--- config.mk ---
export PLATFORM = sky130hd
export DESIGN_NAME = imm_extend_pipe
export DESIGN_NICKNAME = d
export VERILOG_FILES = /design/src/rtl/imm_extend_pipe.sv
export SDC_FILE = /design/constraint.sdc
export NUM_CORES = 1
export LEC_CHECK = 0
export ABC_AREA = 1
export CAP_MARGIN = 20
export CORE_MARGIN = 8
export CORE_UTILIZATION = 44
export CTS_CLUSTER_DIAMETER = 60
export DETAILED_ROUTE_END_ITERATION = 8
export GPL_ROUTABILITY_DRIVEN = 0
export PLACE_DENSITY = 0.71
export SLEW_MARGIN = 10
export SYNTH_ARGS = -nofsm -noshare
export SYNTH_HDL_FRONTEND = slang
export SYNTH_SLANG_ARGS = --single-unit
--- constraint.sdc ---
create_clock -name clk -period 1.1 [get_ports clk]
set_input_delay 0.165 -clock clk [delete_from_list [all_inputs] [get_ports clk]]
set_output_delay 0.165 -clock clk [all_outputs]
set_load 0.03 [all_outputs]
--- src/rtl/imm_extend_pipe.sv ---
// imm_extend_pipe: decode-stage immediate extender.
// Extends a narrow immediate field to a full-width operand using one of four
// modes. The unit registers its result with valid/ready on both sides. A
// second (skid) entry lets the producer complete one more transfer after the
// consumer stalls, so no item is lost or duplicated.
//
// Parameter legality: 2 <= IN_W <= OUT_W, IN_W + SHIFT <= OUT_W.
module imm_extend_pipe #(
  parameter int IN_W  = 5,
  parameter int OUT_W = 16,
  parameter int SHIFT = 1
) (
  input  logic             clk,
  input  logic             reset,
  input  logic             in_valid,
  output logic             in_ready,
  input  logic [IN_W-1:0]  in_data,
  input  logic [1:0]       in_mode,
  output logic             out_valid,
  input  logic             out_ready,
  output logic [OUT_W-1:0] out_data,
  output logic             out_neg
);

  // Number of bits added above the field (zero when IN_W == OUT_W).
  localparam int PAD = OUT_W - IN_W;

  // Bits above the immediate field. This mask is all-zero when IN_W == OUT_W,
  // because the shifted 1 falls off the top.
  localparam logic [OUT_W-1:0] HI_MASK =
    ~((OUT_W'(1) << IN_W) - OUT_W'(1));

  typedef enum logic [1:0] {
    MODE_ZEXT  = 2'd0,
    MODE_SEXT  = 2'd1,
    MODE_SHIFT = 2'd2,
    MODE_UPPER = 2'd3
  } mode_e;

  // One buffered result: the extended operand plus its valid bit.
  typedef struct packed {
    logic             vld;
    logic [OUT_W-1:0] data;
  } ent_t;

  ent_t             r_m;      // main entry, drives out_*
  ent_t             r_k;      // skid entry, only valid while r_m is valid
  logic [OUT_W-1:0] w_zext;
  logic [OUT_W-1:0] w_sext;
  logic [OUT_W-1:0] w_ext;
  logic             w_in_xfer;
  logic             w_out_xfer;

  // Extension of the immediate currently offered on the input.
  always_comb begin
    w_zext = OUT_W'(in_data);
    w_sext = w_zext | (in_data[IN_W-1] ? HI_MASK : '0);
    unique case (mode_e'(in_mode))
      MODE_ZEXT:  w_ext = w_zext;
      MODE_SEXT:  w_ext = w_sext;
      MODE_SHIFT: w_ext = w_sext << SHIFT;
      MODE_UPPER: w_ext = w_zext << PAD;
      default:    w_ext = w_zext;
    endcase
  end

  // Handshakes. in_ready depends only on state and reset, not on out_ready,
  // so there is no combinational path from out_ready to in_ready.
  always_comb begin
    in_ready   = !r_k.vld && !reset;
    out_valid  = r_m.vld;
    out_data   = r_m.data;
    out_neg    = r_m.data[OUT_W-1];
    w_in_xfer  = in_valid && in_ready;
    w_out_xfer = r_m.vld && out_ready;
  end

  // Two-entry skid buffer. The skid entry refills the main entry first. The
  // main entry takes a new input only when it is empty or being drained, so
  // out_data holds steady while the consumer stalls.
  always_ff @(posedge clk) begin
    if (reset) begin
      r_m <= '0;
      r_k <= '0;
    end else if (w_out_xfer && r_k.vld) begin
      r_m.data <= r_k.data;
      r_k.vld  <= 1'b0;
    end else if (w_out_xfer || !r_m.vld) begin
      if (w_in_xfer) begin
        r_m.vld  <= 1'b1;
        r_m.data <= w_ext;
      end else begin
        r_m.vld  <= 1'b0;
      end
    end else if (w_in_xfer) begin
      r_k.vld  <= 1'b1;
      r_k.data <= w_ext;
    end
  end

endmodule

## Yosys cells after proc, flatten, opt, wreduce, memory -nomap -nowiden

Index checks and enable logic that the tools add are counted.
W data, S select, Z words.

| cells by class | value |
|---|---|
| equal/unequal tests | 3 |
| multiplexer cells | 6 |
| bitwise operators | 3 |
| reductions and logical operators | 16 |

Operator list:

| cell | count |
|---|---|
| $mux W16 | 4 |
| $pmux W16 S4 | 1 |
| $or A5 B16 Y16 | 1 |
| $reduce_and A2 Y1 | 3 |
| $eq A2 B2 Y1 const B | 2 |
| $logic_and A1 B1 Y1 | 4 |
| $reduce_bool A2 Y1 | 2 |
| $logic_not A1 Y1 | 3 |
| $reduce_and A3 Y1 | 1 |
| $eq A2 B1 Y1 const B | 1 |
| $logic_not A2 Y1 | 1 |
| $not A1 Y1 | 2 |
| $reduce_or A2 Y1 | 1 |
| $logic_or A1 B1 Y1 | 1 |
| $mux W1 | 1 |

| word-level totals | value |
|---|---|
| bits in registers | 34 |
| input port bits | 11 |

## Longest topological paths before layout

Gate-level depths: netlist (run 1).

| logic depth | value |
|---|---|
| word-level depth | 6 |
| mapped depth | 8 |

## Least setup slack after synthesis (run 1)

OpenSTA, ideal clock, no wires.

| timing path | value |
|---|---|
| kind | reg-to-reg |
| start | register r_m (netlist bit out_valid) |
| end | register r_m (netlist bit out_data[10]) |
| setup time | 0.114 ns |
| arrival time | 1.229 ns |
| required time | 0.986 ns |
| path slack | -0.242 ns |
| cell stages (with the launch flop) | 6 |
| buffers on the path | 1 |
| clock period less this slack | 1.342 ns |
| cell sequence | dfxtp_1 -> nand3_2 -> buf_6 -> or2_0 -> a21oi_1 -> nor2_1 |

| on the way | value |
|---|---|
| cells in the longest elaborated chain, start to end | 4 |

RTL lines:

| element | RTL line | RTL |
|---|---|---|
| from (decl) | 46 | `ent_t r_m;` |
| $logic_and A1 B1 Y1 / $logic_not A1 Y1 (equally long branches) | 75, 88 |  |
| $logic_and A1 B1 Y1 / $logic_or A1 B1 Y1 (equally long branches) | 85, 88 |  |
| $reduce_bool A2 Y1 (no line) | n/a |  |
| $reduce_and A2 Y1 (no line) | n/a |  |

Several ways; a longest one is shown, not always the timed one.
A chain may end at the register's enable or synchronous reset.

## Worst setup path after layout (run 1)

| timing path | value |
|---|---|
| start | register r_k[16] (netlist bit) |
| end | register r_k[4] (netlist bit) |

| on the way | value |
|---|---|
| cells in the longest elaborated chain, start to end | 4 |

RTL lines:

| element | RTL line | RTL |
|---|---|---|
| from (decl) | 47 | `ent_t r_k;` |
| $logic_not A1 Y1 | 70 | `in_ready = !r_k.vld && !reset;` |
| $logic_and A1 B1 Y1 | 70 |  |
| $logic_and A1 B1 Y1 | 74 | `w_in_xfer = in_valid && in_ready;` |
| $reduce_and A3 Y1 (no line) (*) | n/a |  |

Mark *: on every way between the ends. The rest lies on a longest branch, timed or not.

==> metrics.cfg, run 1 <==
[outcome]
status = finished, violations left
violations = setup timing

[timing]
slew_viol_final = 0
hold_viol = 0
post-route-period-util = 1.11
worst_pin_slew_ns = 0.216
setup_ws_ns = -0.118
maxSlewHeadroom = 0.856
skew_ns = 0.00619
final.min_clock_period_ns = 1.22
rsz0062_at_grt = yes
fmax_mhz = 821
final-setup-viol-count = 24

[setup_path]
ff2ff_setup_slack_ns = -0.12
crit_path_frequent_cell = nor2_4
critPathSlowestCell = dfxtp_4
critPathArrivalTime_ns = 1.48
max_stage_delay_ns = 0.37
rr_worst_depth = 7
crit_required_ns = 1.37
path_cells = nor2_4 -> buf_6 -> nand2_4 -> nor2_4 -> buf_4 -> o21ai_0 -> nor2_1
r2r_end = r_k[4]$_SDFFE_PP0P_
start_kind = register
worstSetupEndpointType = register
r2r-start = r_k[16]$_SDFFE_PP0P_
critPathMaxFanout = 4
path_class = register to register

[route]
vias_per_cell = 4.89
vias = 1329
routedWlPerCell_um = 12.3
ant_nets = 0
initialDrtViolationCount = 61
wirelength_mm = 3.35
drtPass1Iterations = 4
drc = 0

[power]
switching_power_w = 0.000598
switching_share = 0.313
vdd_drop_max_v = 0.000634
power_frac_seq = 0.487
p_per_area_mw_per_mm2 = 1040
power_w = 0.00191
leakagePower_nw = 0.903
p_int_w = 0.00131
clkPwrFrac = 0.249
power_frac_comb = 0.264

[floorplan]
start_util = 0.446
dieHeight_um = 70.7
rows = 20
die_area_mm2 = 0.00500
die_w_um = 70.7
ios = 30
coreArea_mm2 = 0.00295

[placed_design]
port_buffers = 29
dp_hpwl_mm = 2.28
dpl.cell_count = 264

[clock_tree]
cts-root-buf = clkbuf_4
htreeDepth = 1
clk_pin_slew_ns = 0.13
cts_tree = done
cts_buffers = 3
clockBufferDepth = 2
clock_latency_ns = 0.32
cts.sinks = 24

[global_routing]
track_usage = 0.133
grt_overflow_total = 0
grt_pass1_wl_mm = 5.58
grt_start_max_net_pins = 14
antenna_found_initial = 0
grt_pass1_vias = 1252

[worst_hold_path]
hold_end = r_k[0]$_SDFFE_PP0P_
min_path_type = register to register
hp-start = r_k[0]$_SDFFE_PP0P_
min_path_cells = 2

[cells_and_area]
mostFrequentLayoutCell = nand2_1
fin_util = 0.624
area_growth_pct = 40.0
nets = 251
layout.cells.non_filler = 272
fill_cells = 270
diodes = 0
ff_latch_area_um2 = 492
multi_input_area_um2 = 757
layout-drive-gt1-share = 0.297
mostFrequentLayoutCells = nand2_1 (45), nor2_1 (37), buf_4 (30), dfxtp_1 (21), inv_1 (18)

[synth]
syn_nets = 211
synth.distinct_cells = 21
ys_seq_area_frac = 0.365
netlist_area_mm2 = 0.00132
yosysWarnings = 0
synthCells = 200
ys_seq_elements = 24
postSynthAreaPerCell_um2 = 6.58

[flow_run]
maxCapViolCount = 0

-- power groups by stage --
stage	combinational [W]	clock (W)	sequential, W
floorplan	0.000230	0	0.00101
global placement	0.000449	0	0.000952
detailed placement	0.000450	0	0.000952
CTS	0.000473	0.000491	0.000931
global route	0.000555	0.000513	0.000936
finish	0.000505	0.000476	0.000931
-- cells in the mapped netlist, drive strengths merged --
| cell type | n | area share |
|---|---|---|
| dfxtp | 24 | 0.37 |
| o21ai | 13 | 0.049 |
| a31oi | 1 | 0.0048 |
| buf | 13 | 0.086 |
| or2 | 2 | 0.0095 |
| nand3 | 19 | 0.076 |
| clkinv | 1 | 0.0028 |
| nor2 | 45 | 0.14 |
| inv | 20 | 0.057 |
| a21oi | 11 | 0.042 |
| clkbuf | 1 | 0.0038 |
| nand2 | 50 | 0.16 |
-- metal layers --
| metal | routed length, um | GRT usage | vias up |
|---|---|---|---|
| met2 | 1480 | 0.206 | 45 |
| met1 | 1540 | 0.172 | 591 |
| li1 | - | - | 689 |
| met5 | 0 | 0 | - |
| met4 | 38 | 0.0485 | 0 |
| met3 | 295 | 0.0353 | 4 |
-- area by class of cell --
class / instances / share of cell area
flip-flops and latches: 24 / 0.267
clock buffers: 4 / 0.0197
inverters: 21 / 0.0455
repair buffers: 48 / 0.235
multi-input cells: 142 / 0.411
well taps: 33 / 0.0224
-- per-stage QoR --
| step | setup TNS, ns | hold WS [ns] | setup WS, ns | instance area (um^2) |
|---|---|---|---|---|
| final | -1.77 | 0.473 | -0.118 | 1840 |
| after global routing | -3.40 | 0.506 | -0.195 | 1840 |
| after CTS | -1.47 | 0.473 | -0.101 | 1700 |
| after detailed placement | -6.98 | 0.454 | -0.327 | 1610 |
| after global placement | -6.77 | 0.453 | -0.323 | 1610 |
| after floorplan | -1.46 | 0.225 | -0.0785 | 1330 |
-- state kept, by name (all words and copies together), names as in the netlist --
signal,flops
out_data,11
r_k,12
out_valid,1
-- repair_timing --
action	in CTS	in global routing
gates cloned	1	1
pin swaps	5	7
endpoints found under the setup margin	12	29
endpoints found under the hold margin	0	0
resized for setup	10	30
setup buffers	1	1
hold buffers	0	0
-- how the worst max path moves through the flow --
stage | from | to | slack (ns) | cells after the start
floorplan | r_k[16]$_SDFFE_PP0P_ | out_data[10]$_SDFFE_PP0P_ | -0.08 | 7
global route | r_k[16]$_SDFFE_PP0P_ | r_k[14]$_SDFFE_PP0P_ | -0.20 | 7
detailed placement | in_mode[1] | out_data[10]$_SDFFE_PP0P_ | -0.33 | 6
finish | r_k[16]$_SDFFE_PP0P_ | r_k[4]$_SDFFE_PP0P_ | -0.12 | 7
global placement | in_mode[1] | r_k[14]$_SDFFE_PP0P_ | -0.32 | 6
CTS | r_k[16]$_SDFFE_PP0P_ | in_ready | -0.10 | 3
-- critical path, delay by kind of cell (launching register included) --
family	cells	cell delay (ns)
compound gates	1	0.07
buf+inv	2	0.28
flops	1	0.37
simple gates	4	0.46
-- kinds of logic (layout without fill, tap and decap cells) --
group,Yosys count,in the layout,share of synthesized area
AND/OR/NAND/NOR,116,117,0.389
buffers and inverters,35,73,0.150
AO/OA/AOI/OAI,25,25,0.0960
flip-flops,24,24,0.365
Power figures use the tool's default switching activity.
==> inputs of run 2 (changes only) <==
- CAP_MARGIN: 20 -> not set
==> results of run 2 <==
The final DEF is identical to that of run 1; final timing and power are the same.
==> inputs of run 3 (changes only) <==
- CORE_UTILIZATION: 44 -> 49
- PLACE_DENSITY: 0.71 -> 0.75
- clock period: 1.1 -> 1.27 ns (I/O delays scaled with it)
==> metrics.cfg, run 3 (same netlist as run 1, synthesis figures left out) <==
[outcome]
status = finished, final reports clean

[route]
routedWlPerCell_um = 13.0  ; +5.2%
ant_nets = 0  ; unchanged
vias_per_cell = 5.10  ; +4.4%
initialDrtViolationCount = 78  ; +28%
drc = 0  ; unchanged
drtPass1Iterations = 6  ; +2
vias = 1352  ; +1.7%
wirelength_mm = 3.43  ; +2.5%

[setup_path]
rr_worst_depth = 7  ; unchanged
worstSetupEndpointType = output port
r2r-start = r_k[16]$_SDFFE_PP0P_
critPathArrivalTime_ns = 1.04  ; -0.44 ns
critPathMaxFanout = 3  ; -1
ff2ff_setup_slack_ns = 0.05  ; +0.17 ns
crit_required_ns = 1.08  ; -0.29 ns
path_class = register to output port
start_kind = register
r2r_end = r_k[4]$_SDFFE_PP0P_

[cells_and_area]
fill_cells = 240  ; -11%
top_register = r_k
mostFrequentLayoutCell = nand2_1
nets = 247  ; -1.6%
largest_reg_flops = 12  ; unchanged
area_growth_pct = 27.2
layout-drive-gt1-share = 0.217  ; -0.0800
mostFrequentLayoutCells = nand2_1 (46), nor2_1 (42), dfxtp_1 (22), buf_4 (22)
diodes = 0  ; unchanged

[timing]
skew_ns = 0.00817  ; +0.00198 ns
post-route-period-util = 0.971
worst_pin_slew_ns = 0.301  ; +0.0850 ns
maxSlewHeadroom = 0.800  ; -0.0553
slew_viol_final = 0  ; unchanged
final.min_clock_period_ns = 1.23
hold_viol = 0  ; unchanged
setup_ws_ns = 0.0366  ; +0.155 ns
final-setup-viol-count = 0  ; -100%
tns_ns = 0  ; +1.77 ns
fmax_mhz = 811
rsz0062_at_grt = yes

[power]
power_frac_comb = 0.221  ; -0.043
leakagePower_nw = 0.855  ; -5.3%
clkPwrFrac = 0.322  ; +0.073
power_frac_seq = 0.456  ; -0.031
p_int_w = 0.00126  ; -4.4%
switching_power_w = 0.000511  ; -15%
switching_share = 0.289  ; -0.0236
vdd_drop_max_v = 0.00116  ; +83%
p_per_area_mw_per_mm2 = 1060  ; +1.8%

[floorplan]
dieHeight_um = 67.8  ; -4.1%
ios = 30  ; unchanged
die_area_mm2 = 0.00460  ; -7.9%
die_w_um = 67.8  ; -4.1%
rows = 18  ; -10%
coreArea_mm2 = 0.00252  ; -15%
start_util = 0.522  ; +0.0761

[clock_tree]
cts.sinks = 24  ; unchanged
htreeDepth = 1  ; unchanged
clock_latency_ns = 0.33  ; about the same
clk_pin_slew_ns = 0.14  ; about the same
cts-root-buf = clkbuf_4
clockBufferDepth = 2  ; unchanged
cts_tree = done
cts_buffers = 3  ; unchanged

[worst_hold_path]
min_path_cells = 3  ; +1
hold_end = out_valid$_SDFFE_PP0P_
hp-start = reset
min_path_type = input port to register

[global_routing]
grt_pass1_wl_mm = 5.75  ; +3.1%
grt_overflow_total = 0  ; unchanged
antenna_found_initial = 0  ; unchanged
grt_start_max_net_pins = 23  ; +9
grt_pass1_vias = 1284  ; +2.6%
track_usage = 0.159  ; +0.0258

[placed_design]
dp_slack_ns = -0.217  ; +0.110 ns
port_buffers = 29  ; unchanged
dp_hpwl_mm = 2.57  ; +13%

[flow_run]
maxCapViolCount = 0  ; unchanged

-- run 3: power groups by stage --
stage,sequential (W),clock (W),combinational [W]
global route,0.000812,0.000596,0.000426
global placement,0.000823,0,0.000398
floorplan,0.000876,0,0.000197
CTS,0.000807,0.000574,0.000398
detailed placement,0.000825,0,0.000404
finish,0.000806,0.000569,0.000391
-- run 3: final cells by class --
cell class,instances,area [um^2],area share
clock inverter,1,30.0,0.0179
inverter,21,82.6,0.0493
clock buffer,3,22.5,0.0135
multi-input combinational,141,638,0.381
sequential,24,485,0.290
tap,30,37.5,0.0224
timing repair buffer,45,378,0.226
-- run 3: worst max-delay path, stage by stage (launching register included) --
cell and delay (ns):
dfxtp_4 0.39, nor2_4 0.08, buf_4 0.10, buf_4 0.14
-- run 3: through the flow --
step	instances	instance area [um^2]	util	total power (W)	hold slack [ns]
after floorplan	200	1320	-	0.00107	0.252
after global placement	259	1620	0.644	0.00122	0.462
after detailed placement	259	1620	0.644	0.00123	0.466
after CTS	265	1700	0.673	0.00178	0.485
after global routing	265	1670	0.664	0.00183	0.250
final	265	1670	0.664	0.00177	0.210
-- run 3: per-layer routing --
metal  vias to the layer above  part of all wire  wire [um]  global-route usage
li1                        684                 -          -                   -
met1                       613              0.44       1530               0.185
met2                        47              0.47       1620               0.277
met3                         8             0.065        222              0.0327
met4                         0             0.018         61              0.0665
met5                         -                 0          0                   0
-- run 3: worst max-delay path by stage --
| stage | start | end | slack (ns) | cells after the start |
|---|---|---|---|---|
| floorplan | r_k[16]$_SDFFE_PP0P_ | r_k[11]$_SDFFE_PP0P_ | 0.05 | 7 |
| global placement | out_ready | out_data[1]$_SDFFE_PP0P_ | -0.16 | 8 |
| detailed placement | out_ready | out_data[4]$_SDFFE_PP0P_ | -0.22 | 7 |
| CTS | out_data[1]$_SDFFE_PP0P_ | out_data[1] | 0.002 | 1 |
| global route | out_valid$_SDFFE_PP0P_ | out_data[11]$_SDFFE_PP0P_ | -0.02 | 5 |
| finish | r_k[16]$_SDFFE_PP0P_ | in_ready | 0.04 | 3 |
-- run 3: what timing repair did --
item                       CTS  global route
buffers inserted             2             0
hold buffers                 0             0
pin swaps                    1             1
setup endpoints to repair   12            14
gates resized for setup     26            12
